### config.mk
export PLATFORM = sky130hd
export DESIGN_NAME = mem_row_streamer
export DESIGN_NICKNAME = d
export VERILOG_FILES = /design/src/rtl/mem_row_streamer.sv
export SDC_FILE = /design/constraint.sdc
export NUM_CORES = 1
export LEC_CHECK = 0
export ABC_AREA = 0
export CORE_MARGIN = 4
export CORE_UTILIZATION = 53
export CTS_CLUSTER_DIAMETER = 100
export CTS_CLUSTER_SIZE = 20
export DETAILED_ROUTE_END_ITERATION = 10
export PLACE_DENSITY = 0.89
export SYNTH_ARGS = -nofsm -noshare
export SYNTH_HDL_FRONTEND = slang
export SYNTH_SLANG_ARGS = --single-unit
### constraint.sdc
create_clock -name clk -period 2.87 [get_ports clk]
set_input_delay 0.574 -clock clk [delete_from_list [all_inputs] [get_ports clk]]
set_output_delay 0.574 -clock clk [all_outputs]
set_load 0.02 [all_outputs]
### src/rtl/mem_row_streamer.sv
// -----------------------------------------------------------------------------
// mem_row_streamer
//
// Streams rows 0..num_rows-1 out of an attached simple dual-port memory
// (read port B, fixed read latency LATENCY with enb held high) onto a
// valid/ready stream. Reads are issued ahead into a small skid FIFO so the
// stream sustains one beat per cycle and never drops data under backpressure.
//
// Optional feature: define STREAMER_STATS_EN to count backpressure cycles
// (out_valid=1, out_ready=0) in stall_cycles. Without it stall_cycles is 0.
//
// Ports
//   clk          in   single clock, rising edge
//   rst_n        in   synchronous active-low reset
//   start        in   one-cycle stream request (ignored while busy)
//   num_rows     in   row count, sampled when start is accepted
//   enb          out  memory read enable (high whenever out of reset)
//   addrb        out  memory read address
//   doutb        in   memory read data, LATENCY cycles after address
//   out_data     out  streamed row
//   out_valid    out  out_data valid
//   out_ready    in   consumer ready
//   out_last     out  final beat of the stream
//   busy         out  stream in progress
//   done         out  one-cycle completion pulse
//   stall_cycles out  backpressure cycle counter (saturating)
// -----------------------------------------------------------------------------
module mem_row_streamer #(
    parameter int DEPTH       = 169,
    parameter int DATA_WIDTH  = 32,
    parameter int LATENCY     = 2,
    localparam int ADDR_WIDTH = $clog2(DEPTH),
    localparam int FIFO_DEPTH = LATENCY + 2
) (
    input  logic                  clk,
    input  logic                  rst_n,
    input  logic                  start,
    input  logic [ADDR_WIDTH:0]   num_rows,
    output logic                  enb,
    output logic [ADDR_WIDTH-1:0] addrb,
    input  logic [DATA_WIDTH-1:0] doutb,
    output logic [DATA_WIDTH-1:0] out_data,
    output logic                  out_valid,
    input  logic                  out_ready,
    output logic                  out_last,
    output logic                  busy,
    output logic                  done,
    output logic [31:0]           stall_cycles
);

    localparam int PTR_W = $clog2(FIFO_DEPTH);
    localparam int CNT_W = $clog2(FIFO_DEPTH + 1);
    localparam logic [PTR_W-1:0]    PTR_LAST  = PTR_W'(FIFO_DEPTH - 1);
    localparam logic [CNT_W:0]      OCC_LIMIT = (CNT_W + 1)'(FIFO_DEPTH);
    localparam logic [ADDR_WIDTH:0] ROWS_MAX  = (ADDR_WIDTH + 1)'(DEPTH);
    localparam logic [ADDR_WIDTH:0] ROW_ONE   = (ADDR_WIDTH + 1)'(1);

    typedef enum logic [1:0] {
        IDLE  = 2'd0,
        ISSUE = 2'd1,
        DRAIN = 2'd2
    } state_t;

    state_t                  state_reg, state_next;
    logic                    enb_reg;
    logic                    zero_done_reg;
    logic [ADDR_WIDTH-1:0]   addr_reg;
    logic [ADDR_WIDTH:0]     num_rows_reg;
    logic [ADDR_WIDTH:0]     beat_cnt_reg;
    logic [LATENCY-1:0]      vld_reg;
    logic [LATENCY-1:0]      vld_next;
    logic [DATA_WIDTH-1:0]   fifo_mem [FIFO_DEPTH];
    logic [PTR_W-1:0]        wr_ptr_reg, rd_ptr_reg;
    logic [CNT_W-1:0]        count_reg;

    logic                    accept, issue, stream_done;
    logic                    push, pop, credit;
    logic                    addr_at_last, last_beat;
    logic [ADDR_WIDTH:0]     rows_m1, rows_in;
    logic [CNT_W-1:0]        pending_cnt;
    logic [CNT_W:0]          occupancy;

    // Rows beyond the memory depth would never reach a last address, so clamp.
    assign rows_in      = (num_rows > ROWS_MAX) ? ROWS_MAX : num_rows;
    assign rows_m1      = num_rows_reg - ROW_ONE;
    assign addr_at_last = ({1'b0, addr_reg} == rows_m1);
    assign last_beat    = (beat_cnt_reg == rows_m1);

    assign push = vld_reg[LATENCY-1];
    assign pop  = out_valid && out_ready;

    // Reads in flight plus buffered beats must never exceed the FIFO size;
    // a pop in the current cycle is deliberately not credited, which keeps
    // the check off the out_ready path while still sustaining full rate.
    always_comb begin
        pending_cnt = '0;
        for (int i = 0; i < LATENCY; i++) begin
            pending_cnt = pending_cnt + CNT_W'(vld_reg[i]);
        end
    end

    assign occupancy = {1'b0, pending_cnt} + {1'b0, count_reg};
    assign credit    = (occupancy < OCC_LIMIT);

    // Valid shift register: bit gi marks a read issued gi+1 cycles ago.
    assign vld_next[0] = issue;
    generate
        for (genvar gi = 1; gi < LATENCY; gi++) begin : g_vld_shift
            assign vld_next[gi] = vld_reg[gi-1];
        end
    endgenerate

    // Next-state and control decode.
    always_comb begin
        state_next  = state_reg;
        accept      = 1'b0;
        issue       = 1'b0;
        stream_done = 1'b0;
        case (state_reg)
            IDLE: begin
                // The zero-row done pulse still counts as busy.
                if (start && !zero_done_reg) begin
                    accept = 1'b1;
                    if (num_rows != '0) begin
                        state_next = ISSUE;
                    end
                end
            end
            ISSUE: begin
                if (credit) begin
                    issue = 1'b1;
                    if (addr_at_last) begin
                        state_next = DRAIN;
                    end
                end
            end
            DRAIN: begin
                if (pop && last_beat) begin
                    stream_done = 1'b1;
                    state_next  = IDLE;
                end
            end
            default: state_next = IDLE;
        endcase
    end

    always_ff @(posedge clk) begin
        if (!rst_n) begin
            state_reg     <= IDLE;
            enb_reg       <= 1'b0;
            zero_done_reg <= 1'b0;
            addr_reg      <= '0;
            num_rows_reg  <= '0;
            beat_cnt_reg  <= '0;
            vld_reg       <= '0;
            wr_ptr_reg    <= '0;
            rd_ptr_reg    <= '0;
            count_reg     <= '0;
        end else begin
            state_reg     <= state_next;
            enb_reg       <= 1'b1;
            zero_done_reg <= accept && (num_rows == '0);
            vld_reg       <= vld_next;

            if (accept) begin
                num_rows_reg <= rows_in;
                addr_reg     <= '0;
                beat_cnt_reg <= '0;
            end else begin
                // Address parks on the last row once it has been issued.
                if (issue && !addr_at_last) begin
                    addr_reg <= addr_reg + 1'b1;
                end
                if (pop) begin
                    beat_cnt_reg <= beat_cnt_reg + ROW_ONE;
                end
            end

            if (push) begin
                wr_ptr_reg <= (wr_ptr_reg == PTR_LAST) ? '0 : wr_ptr_reg + 1'b1;
            end
            if (pop) begin
                rd_ptr_reg <= (rd_ptr_reg == PTR_LAST) ? '0 : rd_ptr_reg + 1'b1;
            end
            case ({push, pop})
                2'b10:   count_reg <= count_reg + 1'b1;
                2'b01:   count_reg <= count_reg - 1'b1;
                default: count_reg <= count_reg;
            endcase
        end
    end

    // FIFO storage holds data only; occupancy is tracked by count_reg.
    always_ff @(posedge clk) begin
        if (push) begin
            fifo_mem[wr_ptr_reg] <= doutb;
        end
    end

`ifdef STREAMER_STATS_EN
    logic [31:0] stall_reg;

    always_ff @(posedge clk) begin
        if (!rst_n) begin
            stall_reg <= '0;
        end else if (accept) begin
            stall_reg <= '0;
        end else if (out_valid && !out_ready && (stall_reg != '1)) begin
            stall_reg <= stall_reg + 32'd1;
        end
    end

    assign stall_cycles = stall_reg;
`else
    assign stall_cycles = '0;
`endif

    assign enb       = enb_reg;
    assign addrb     = addr_reg;
    assign out_valid = (count_reg != '0);
    assign out_data  = out_valid ? fifo_mem[rd_ptr_reg] : '0;
    assign out_last  = out_valid && last_beat;
    assign busy      = (state_reg != IDLE) || zero_done_reg;
    assign done      = stream_done || zero_done_reg;

endmodule
=== After elaboration in Yosys (flattened, before gate mapping) ===
Memories as Yosys holds them, arrays and structs flattened. A register that Yosys moved wholly into a read port is not among the register bits.
Cells that the tools add are included.

* Bitwise gates (word level): 1
* Muxes and demuxes: 22
* Magnitude comparators: 2
* Reductions and logical operators: 18
* Add/sub/neg operators: 9
* Equal/unequal tests: 13

{| class="wikitable"
|+ Operator list
! cell !! count
|-
| 32-bit two-way mux || 1
|-
| 2-bit two-way mux || 9
|-
| 2-bit != test (second input constant) || 5
|-
| 9-bit by 1-bit adder with 9-bit output (second input constant) || 1
|-
| 8-bit by 9-bit equality test with 1-bit output || 1
|-
| 9-bit equality test || 1
|-
| 9-bit by 8-bit > comparator with 1-bit output (second input constant) || 1
|-
| 9-bit zero test || 1
|-
| 1-bit two-way mux || 9
|-
| 9-bit two-way mux || 1
|-
| 9-bit nonzero test || 1
|-
| 9-bit by 1-bit subtractor with 9-bit output (second input constant) || 1
|-
| 8-bit by 1-bit adder with 8-bit output (second input constant) || 1
|-
| 2-bit equality test (second input constant) || 4
|-
| 1-bit logical AND || 6
|-
| 2-bit case mux with 3 select lines || 1
|-
| 3-bit case mux with 2 select lines || 1
|-
| 5-bit AND reduction || 1
|-
| 2-bit by 1-bit adder with 2-bit output (second input constant) || 2
|-
| 2-bit by 3-bit adder with 4-bit output || 1
|-
| 2-bit by 1-bit equality test with 1-bit output (second input constant) || 2
|-
| 4-bit by 3-bit less-than comparator with 1-bit output (second input constant) || 1
|-
| 2-bit nonzero test || 2
|-
| 3-bit by 1-bit adder with 3-bit output (second input constant) || 1
|-
| other kinds (8) || 10
|}

* Memories: 1
* Bits in registers: 39
* Output and inout bits: 77
* Bits in writable memories: 128
* Input port bits: 45
* Logic and storage cells: 76

{| class="wikitable"
|+ Memory list
! name !! words !! bits a word !! read ports !! clocked after Yosys merged registers in !! wr ports !! line !! source
|-
| fifo_mem || 4 || 32 || 1 || 1 || 1 || 72 || <nowiki>logic [DATA_WIDTH-1:0] fifo_mem [FIFO_DEPTH];</nowiki>
|}

=== Logic depth before layout (Yosys ltp) ===
Gate-level depths: netlist (run 1).

* Depth after elaboration: 6
* Mapped depth: 10
* Depth with buffers taken out: 9

=== Worst setup path after synthesis (run 1) ===
No wires, ideal clock.

* Kind: flip-flop to output port
* Start point: reg num_rows_reg[0]
* End point: out out_last
* Slack: 0.422 ns
* Arrival: 1.874 ns
* Buffers on the path: 0
* Data required time: 2.296 ns
* Cell stages (with the launch flop): 8
* Cell sequence: dfxtp_1 > inv_1 > ha_1 > xor2_1 > nand3_1 > a2111oi_0 > nand4_1 > nor2b_1

* Word-level cells in the longest chain between the ends: 3

{| class="wikitable"
|+ Ends and longest elaborated chain
! what !! line !! source
|-
| from (decl) || 68 || <nowiki>logic [ADDR_WIDTH:0] num_rows_reg;</nowiki>
|-
| from (signal assigned) || 166 || <nowiki>num_rows_reg <= rows_in;</nowiki>
|-
| 9-bit by 1-bit subtractor with 9-bit output || 85 || <nowiki>assign rows_m1 = num_rows_reg - ROW_ONE;</nowiki>
|-
| 9-bit equality test || 87 || <nowiki>assign last_beat = (beat_cnt_reg == rows_m1);</nowiki>
|-
| 1-bit logical AND || 222 || <nowiki>assign out_last = out_valid && last_beat;</nowiki>
|-
| to (decl) || 45 || <nowiki>output logic out_last,</nowiki>
|}

No other way between the ends.

=== Final worst setup path (run 1) ===
* Start point: reg num_rows_reg[1]
* End point: out out_last

Same word-level chain as after synthesis.

==> results of run 1 <==
-- kinds of logic (layout without fill, tap and decap cells) --
kind of cell / Yosys count / count (layout)
mux: 37 / 37
fa+ha+maj: 11 / 11
xor+xnor: 29 / 29
flops: 169 / 169
other cells: 1 / 32
buf+inv: 67 / 167
compound gates: 43 / 43
simple gates: 139 / 139
-- synth_stat cells (all sizes together), types with 9 or more instances --
master  count  area [µm²]
nand2      23        86.3
and2       40         250
mux4       32         721
edfxtp    128        3840
clkbuf     16        61.3
nor2       26         105
dfxtp      41         821
inv        11        41.3
buf        39         277
xnor2      10        87.6
a21oi      15        75.1
nor3        9        45.0
ha         10         125
xor2       13         114
-- how the worst max path moves through the flow --
| stage | from | end | slack (ns) |
|---|---|---|---|
| 3_5_place_dp | num_rows_reg[0] | done | -0.36 |
| 5_1_grt | num_rows_reg[1] | out_last | -0.26 |
| 4_1_cts | num_rows_reg[1] | done | -0.15 |
| 6_report | num_rows_reg[1] | out_last | -0.15 |
| 2_1_floorplan | num_rows_reg[0] | out_last | 0.42 |
| 3_3_place_gp | num_rows_reg[0] | done | -0.23 |
-- area by class of cell --
cell class              instances  area, µm²  area share [%]
well taps                     176        220            2.37
flip-flops and latches        169       4670            50.3
clock inverters                13        215            2.32
inverters                      12       45.0           0.485
repair buffers                124       1200            12.9
clock buffers                  18        429            4.62
multi-input cells             291       2500            27.0
-- layer usage --
metal,vias up,wire length (µm),global-route usage (%)
met5,-,10,0
met1,2195,6180,25.5
met2,193,8420,36.0
met4,2,277,7.82
li1,2029,-,-
met3,27,1110,5.72
-- cells in the final DEF (no fill, tap or decap), drive strengths merged, types with 4 or more instances in the layout --
cell type        n
a21oi           15
and2            40
buf             36
bufinv           5
clkbuf          18
clkdlybuf4s50   65
clkinv           4
conb            32
dfxtp           41
dlygate4sd2     16
dlymetal6s2s     6
edfxtp         128
ha              10
inv             15
mux2i            5
mux4            32
nand2           23
nand3            8
nand4            8
nor2            26
nor3             9
o21ai            8
or3              7
xnor2           10
xnor3            6
xor2            13
-- through the flow --
step	area (µm²)	utilization, %
finish	9290	69.3
global route	9290	69.3
global placement	8510	63.5
floorplan	7470	-
CTS	9250	69.1
detailed placement	8510	63.5
-- worst register-to-register path, cell delays in order, from the launching register on --
cell and delay [ns]:
dfxtp_2 0.36, inv_1 0.08, ha_4 0.17, nor3b_4 0.16, buf_6 0.11, buf_4 0.13, o311ai_0 0.68, a41oi_2 0.42
nand4_1 0.23, mux2i_1 0.22
-- power by group through the flow --
stage / logic, mW / clock network [mW] / registers (mW)
after global placement: 1.08 / 0 / 2.75
after global routing: 1.21 / 2.65 / 2.71
after floorplan: 0.674 / 0 / 2.75
final: 1.13 / 2.48 / 2.71
after CTS: 1.14 / 2.51 / 2.71
after detailed placement: 1.11 / 0 / 2.76
-- what timing repair did --
action | in CTS | in global routing
setup endpoints to repair | 30 | 12
setup buffers | 3 | 0
cloned | 1 | 0
endpoints found under the hold margin | 0 | 0
pin swaps | 3 | 1
gates resized for setup | 39 | 10
==> run metrics, run 1 <==
Final HPWL DP=9.70 mm; syn_area_per_cell=14.8 µm²; Synth Area in XOR/XNOR=4.59%; vias after detailed routing=4446; most frequent CP cell=buf_4; unique cell type count in the Yosys netlist=50; Hold Startpoint=rd_ptr_reg[1]; period utilisation layout=105%; Die Y=126 µm; RSZ-0062 raised after global routing=true; first-pass GRT wire length=25.3 mm; r2r setup slk=0.25 ns; Global Route Usage Sum=20.9%; Setup crit end kind=output pin; internal power=4.77 mW; CTS tree=done; H-Tree Depth=4; Simple-Gate Fraction of Synth Area=10.4%; Final Hold Fails=0; Initial Utilization=54.9%; Setup TNS Final=-0.299 ns; vias in the first global route=4560; die area=15800 µm²; worst hold path type=flip-flop to flip-flop; Pleak=3.46 nW; RR Endpoint=addrb[4]; drc violations=0; Worst Tran Pin Value=0.885 ns; clk buf depth=2; startpoint types=flip-flop; crit-path cells=inv_1 -> ha_4 -> xor2_1 -> nand3_1 -> a2111oi_4 -> nand4_1 -> buf_4 -> nor2b_1 -> buf_4; Worst R2R Path Depth=9; post-route ant nets=0; Synth Instances=496; Final Max Slew Viols=0; layout cells sized above 1=19.6%; vias per std cell=5.54; total power=6.33 mW; crit path DAT=2.45 ns; antenna violations before repair=1; combinational share of power=17.9%; Achievable Freq=331 MHz; Worst Skew=0.00754 ns; Worst Path Buf+Inv=3; Seq pwr share=42.8%; final hold slack=0.479 ns; number of synthesized flops with an enable pin=128; Core ar.=13400 µm²; WP data required=2.30 ns; gr ovfl total=0; outcome=finished with violations; top_reg_cell synth=edfxtp_1; failing checks=negative setup slack; YS warnings=0; Critical Path Stages=9; fill count=863; Inst Count DP=768; Seq cells post-synth=169; Row Count=42; DR WL/cell=19.9 µm; pwr/cell area=681 nW/µm²; Setup Viol. Count Final=2; critical path type=flip-flop to output pin; Largest register FFs=128; Synth Area in Compound Gates=3.88%; clock latency on the worst-skew pair=0.43 ns; Worst Hold Depth=2; Switching Share=24.7%; Top delay family on crit path=simple AND/OR/NAND/NOR gates; Non-Filler Instances=803; relative slew slack=41.0%; clk slew on worst S/H paths=0.07 ns; Detailed Route Iter0 Violations=260; drt pass-1 iters=4; total wire length=16.0 mm; number of diodes=0; peak supply drop=0.492 mV; Post-Synth Adder-Cell Area=1.97%; post-placement setup slack=-0.357 ns; port bufs=89; total CTS buffers=17; switching pwr=1.56 mW; Die Wd=126 µm; CTS Sinks=169; I/O pins=122; clock power share=39.2%; setup ws final=-0.150 ns; number of max-cap violations=0; multiplexer share of the synthesized area=10.5%; fin crit period=3.02 ns; ys async rst share=0%; hold-fix buffers at CTS=0; main combinational cell family by area after synthesis=multiplexers; layout overhead on the synthesized area=26.3%; CP max stage delay=0.36 ns; Worst R2R Start=num_rows_reg[1]; post-synthesis cell area=7360 µm²; largest net degree at the start of global routing=34; Slowest cell on crit path=dfxtp_2; RePlAce Congestion=0.897; Seq/Total Area, Yosys=63.4%; Root Driver=clkbuf_16; crit-path max FO=3; Final #Nets=671
Note: power is estimated with default switching activity, not from simulation.
==> run 2, diff against run 1 <==
--- a/config.mk
+++ b/config.mk
@@ -11,6 +11,7 @@
 export CTS_CLUSTER_DIAMETER = 100
 export CTS_CLUSTER_SIZE = 20
 export DETAILED_ROUTE_END_ITERATION = 10
+export GPL_ROUTABILITY_DRIVEN = 0
 export PLACE_DENSITY = 0.89
 export SYNTH_ARGS = -nofsm -noshare
 export SYNTH_HDL_FRONTEND = slang
==> run metrics, run 2 (synthesis results as in run 1) <==
Setup TNS Final=-0.133 ns (was -0.299 ns); RSZ-0062 raised after global routing=true (unchanged); setup ws final=-0.133 ns (was -0.150 ns); internal power=4.42 mW (was 4.77 mW); critical path type=flip-flop to output pin (unchanged); drc violations=0 (unchanged); port bufs=89 (unchanged); pwr/cell area=648 nW/µm² (was 681 nW/µm²); total CTS buffers=17 (unchanged); largest net degree at the start of global routing=34 (unchanged); vias per std cell=5.55 (was 5.54); Setup crit end kind=output pin (unchanged); vias after detailed routing=4477 (was 4446); most frequent cells in the layout=edfxtp_1, clkdlybuf4s50_1, dfxtp_1 (unchanged); Setup Viol. Count Final=1 (was 2); clock power share=35.5% (was 39.2%); Top delay family on crit path=simple AND/OR/NAND/NOR gates (unchanged); DR WL/cell=19.4 µm (was 19.9 µm); clock latency on the worst-skew pair=0.42 ns (was 0.43 ns); Die Y=126 µm (unchanged); number of diodes=0 (unchanged); H-Tree Depth=4 (unchanged); Achievable Freq=333 MHz (was 331 MHz); Detailed Route Iter0 Violations=305 (was 260); CTS tree=done (unchanged); Switching Share=25.9% (was 24.7%); post-placement setup slack=-0.338 ns (was -0.357 ns); crit-path max FO=4 (was 3); gr ovfl total=0 (unchanged); hold-fix buffers at CTS=0 (unchanged); Global Route Usage Sum=20.1% (was 20.9%); CTS Sinks=169 (unchanged); layout overhead on the synthesized area=25.1% (was 26.3%); Final Max Slew Viols=0 (unchanged); post-route ant nets=0 (unchanged); fin crit period=3.00 ns (was 3.02 ns); peak supply drop=0.346 mV (was 0.492 mV); total wire length=15.6 mm (was 16.0 mm); period utilisation layout=105% (about the same); area occupied by multi-input gates=2490 µm² (was 2500 µm²); relative slew slack=41.5% (was 41.0%); clk buf depth=2 (unchanged); crit-path cells=buf_4 -> or4_4 -> o41ai_4 -> a2111oi_2 -> nand4_1 -> nor2_1 -> a21o_1 -> buf_2 (was inv_1 -> ha_4 -> xor2_1 -> nand3_1 -> a2111oi_4 -> nand4_1 -> buf_4 -> nor2b_1 -> buf_4); clk slew on worst S/H paths=0.06 ns (was 0.07 ns); final hold slack=0.482 ns (was 0.479 ns); first-pass GRT wire length=24.7 mm (was 25.3 mm); Core ar.=13400 µm² (unchanged); CP max stage delay=0.58 ns (was 0.36 ns); Slowest cell on crit path=or4_4 (was dfxtp_2); layout cells sized above 1=19.8% (was 19.6%); commonest non-fill, non-tap cell in the layout=edfxtp_1 (unchanged); Initial Utilization=54.9% (unchanged); Final HPWL DP=10.2 mm (was 9.70 mm); WP data required=2.30 ns (about the same); FF/Latch Area=4670 µm² (about the same); failing checks=negative setup slack (unchanged); Inst Count DP=770 (was 768); fill count=885 (was 863); vias in the first global route=4658 (was 4560); Root Driver=clkbuf_16 (unchanged); Pleak=3.46 nW (about the same); drt pass-1 iters=4 (unchanged); Worst Tran Pin Value=0.878 ns (was 0.885 ns); startpoint types=flip-flop (unchanged); Final Hold Fails=0 (unchanged); Non-Filler Instances=806 (was 803); switching pwr=1.54 mW (was 1.56 mW); Row Count=42 (unchanged); worst hold path type=flip-flop to flip-flop (unchanged); I/O pins=122 (unchanged); die area=15800 µm² (unchanged); Worst Skew=0.00865 ns (was 0.00754 ns); number of max-cap violations=0 (unchanged); combinational share of power=19.0% (was 17.9%); Final #Nets=675 (was 671); Largest register FFs=128 (unchanged); Seq pwr share=45.6% (was 42.8%); outcome=finished with violations (unchanged); crit path DAT=2.43 ns (was 2.45 ns); utilization after layout=68.7% (was 69.3%); Worst Path Buf+Inv=2 (was 3); Die Wd=126 µm (unchanged); antenna violations before repair=1 (unchanged)
[run 2: cell type report]
| class | count | share of cell area [%] |
|---|---|---|
| Tap cell | 176 | 2.39 |
| Clock buffer | 17 | 4.62 |
| Timing Repair Buffer | 128 | 13.3 |
| Multi-Input combinational cell | 291 | 27.1 |
| Clock inverter | 13 | 1.35 |
| Inverter | 12 | 0.489 |
| Sequential cell | 169 | 50.7 |
[run 2: routing by layer]
| metal | part of all wire (%) | global-route usage, % |
|---|---|---|
| met1 | 39 | 23.2 |
| met2 | 54 | 36.6 |
| met3 | 6.6 | 5.59 |
| met4 | 1.0 | 6.18 |
| met5 | 0.070 | 0 |
[run 2: timing repair]
| action | in CTS | in global routing |
|---|---|---|
| setup buffers | 0 | 6 |
| pin swaps | 3 | 1 |
| endpoints found under the setup margin | 30 | 18 |
| gates resized for setup | 36 | 10 |
[run 2: path summary, 6_finish.rpt]
path                              endpoint  slack [ns]  cells past startpoint       startpoint
worst max register to register    addrb[7]        0.41                     10  num_rows_reg[1]
worst min register to register  vld_reg[1]        0.48                      1       vld_reg[0]
worst max-delay path                  done       -0.13                      8  num_rows_reg[0]
worst min-delay path            vld_reg[1]        0.48                      1       vld_reg[0]
[run 2: power groups by stage]
stage	registers [mW]	clock network, mW	logic [mW]
floorplan	2.75	0	0.674
global placement	2.76	0	1.08
detailed placement	2.77	0	1.12
CTS	2.72	2.15	1.11
global route	2.72	2.27	1.21
finish	2.72	2.11	1.13
[run 2: per-stage QoR]
step,area [µm²],power (mW)
6_report,9210,5.96
5_1_grt,9210,6.20
4_1_cts,9120,5.97
3_5_place_dp,8540,3.88
3_3_place_gp,8540,3.84
2_1_floorplan,7470,3.43
==> run 3, diff against run 2 <==
--- a/config.mk
+++ b/config.mk
@@ -7,10 +7,11 @@
 export LEC_CHECK = 0
 export ABC_AREA = 0
 export CORE_MARGIN = 4
-export CORE_UTILIZATION = 53
+export CORE_UTILIZATION = 63
 export CTS_CLUSTER_DIAMETER = 100
 export CTS_CLUSTER_SIZE = 20
 export DETAILED_ROUTE_END_ITERATION = 10
+export DONT_BUFFER_PORTS = 1
 export GPL_ROUTABILITY_DRIVEN = 0
 export PLACE_DENSITY = 0.89
 export SYNTH_ARGS = -nofsm -noshare
==> run metrics, run 3 (synthesis results as in run 1) <==
critical path type=flip-flop to output pin (unchanged); Achievable Freq=346 MHz (was 333 MHz); Root Driver=clkbuf_16 (unchanged); commonest non-fill, non-tap cell in the layout=edfxtp_1 (unchanged); post-placement setup slack=-0.0193 ns (was -0.338 ns); Final Hold Fails=0 (unchanged); startpoint types=flip-flop (unchanged); clock latency on the worst-skew pair=0.42 ns (about the same); drc violations=0 (unchanged); most frequent cells in the layout=edfxtp_1, and2_1, dfxtp_1 (was edfxtp_1, clkdlybuf4s50_1, dfxtp_1); H-Tree Depth=4 (unchanged); Worst Skew=0.00851 ns (was 0.00865 ns); crit path DAT=2.32 ns (was 2.43 ns); total CTS buffers=17 (unchanged); number of max-cap violations=0 (unchanged); total power=5.63 mW (was 5.96 mW); Setup crit end kind=output pin (unchanged); vias after detailed routing=3955 (was 4477); hold-fix buffers at CTS=0 (unchanged); largest net degree at the start of global routing=35 (was 34); CTS tree=done (unchanged); Final #Nets=559 (was 675); clk buf depth=2 (unchanged); worst hold path type=input pin to flip-flop (was flip-flop to flip-flop); drt pass-1 iters=6 (was 4); pwr/cell area=694 nW/µm² (was 648 nW/µm²); vias in the first global route=4007 (was 4658); WP data required=2.30 ns (about the same); Die Wd=116 µm (was 126 µm); outcome=finished with violations (unchanged); gr ovfl total=0 (unchanged); peak supply drop=0.790 mV (was 0.346 mV); period utilisation layout=101% (was 105%); Initial Utilization=64.4% (was 54.9%); Largest register FFs=128 (unchanged); Detailed Route Iter0 Violations=278 (was 305); clk slew on worst S/H paths=0.06 ns (about the same); relative slew slack=41.2% (was 41.5%); RSZ-0062 raised after global routing=true (unchanged); fin crit period=2.89 ns (was 3.00 ns); first-pass GRT wire length=21.3 mm (was 24.7 mm); DR WL/cell=21.1 µm (was 19.4 µm); number of diodes=0 (unchanged); crit-path max FO=5 (was 4); Final HPWL DP=8.64 mm (was 10.2 mm); CTS Sinks=169 (unchanged); I/O pins=122 (unchanged); post-route ant nets=0 (unchanged); port bufs=0 (was 89); antenna violations before repair=0 (was 1); die area=13500 µm² (was 15800 µm²); Worst Tran Pin Value=0.882 ns (was 0.878 ns); Row Count=39 (was 42); Core ar.=11400 µm² (was 13400 µm²); layout overhead on the synthesized area=10.2% (was 25.1%); vias per std cell=6.02 (was 5.55); layout cells sized above 1=19.1% (was 19.8%); Final Max Slew Viols=0 (unchanged); Setup Viol. Count Final=2 (was 1); failing checks=negative setup slack (unchanged); Pleak=2.79 nW (was 3.46 nW); Global Route Usage Sum=21.2% (was 20.1%); Die Y=116 µm (was 126 µm); setup ws final=-0.0211 ns (was -0.133 ns); total wire length=13.8 mm (was 15.6 mm)
## run 3: cell types whose count changed in the layout (fill, tap and decap cells not counted), moves of 3 or more
cell,before,now
clkinv_1,2,6
buf_4,34,9
dlygate4sd2_1,16,0
clkdlybuf4s50_1,63,0
dlymetal6s2s_1,8,0
dfxtp_1,38,35
inv_6,3,0
## run 3: cell type report
| type | instances | area, µm² |
|---|---|---|
| inverters | 12 | 50.0 |
| clock buffers | 19 | 433 |
| fillers | 706 | 3310 |
| flip-flops and latches | 169 | 4680 |
| well taps | 143 | 179 |
| repair buffers | 12 | 119 |
| clock inverters | 11 | 108 |
| multi-input cells | 291 | 2540 |
## run 3: power by group
part           total (mW)  switching [mW]  internal [mW]
Combinational       0.802           0.495          0.307
Sequential           2.73          0.0514           2.68
Clock                2.10           0.844           1.25
Total                5.63            1.39           4.24
## run 3: worst max-delay path, stage by stage, from the launching register on
cell	delay, ns
dfxtp_4	0.41
inv_4	0.05
ha_4	0.27
xor2_2	0.16
nand3_2	0.11
a2111oi_4	0.31
nand4_1	0.22
nor2_1	0.14
a21o_1	0.23
## run 3: through the flow
stage	hold slack (ns)	std cells	utilization [%]	setup TNS, ns	area [µm²]
floorplan	0.441	527	-	0	7470
global placement	0.449	620	64.5	0	7370
detailed placement	0.457	620	64.5	-0.0193	7370
CTS	0.164	651	70.1	0	8000
global route	0.157	657	71.0	-0.191	8110
finish	0.179	657	71.0	-0.0265	8110
## run 3: what timing repair did
| action | 4_1_cts | 5_1_grt |
|---|---|---|
| pin swaps | 5 | 9 |
| buffers inserted | 1 | 6 |
| gates resized for setup | 17 | 11 |
| endpoints found under the setup margin | 2 | 2 |
| hold endpoints to repair | 0 | 0 |
## run 3: worst paths after layout
path | startpoint | endpoint | slack [ns] | depth (start not counted)
setup / recovery | num_rows_reg[1] | done | -0.02 | 8
hold / removal | rst_n | enb | 0.18 | 0
setup reg to reg | num_rows_reg[1] | addrb[7] | 0.42 | 9
hold reg to reg | vld_reg[0] | vld_reg[1] | 0.47 | 1
## run 3: per-layer routing
layer	up-vias	wire length (µm)	global-route usage, %	share of wire [%]
met5	-	0	0	0
met4	0	286	8.97	2.1
met3	27	1110	7.73	8.0
met2	157	7160	35.1	52
met1	1977	5280	25.4	38
li1	1794	-	-	-
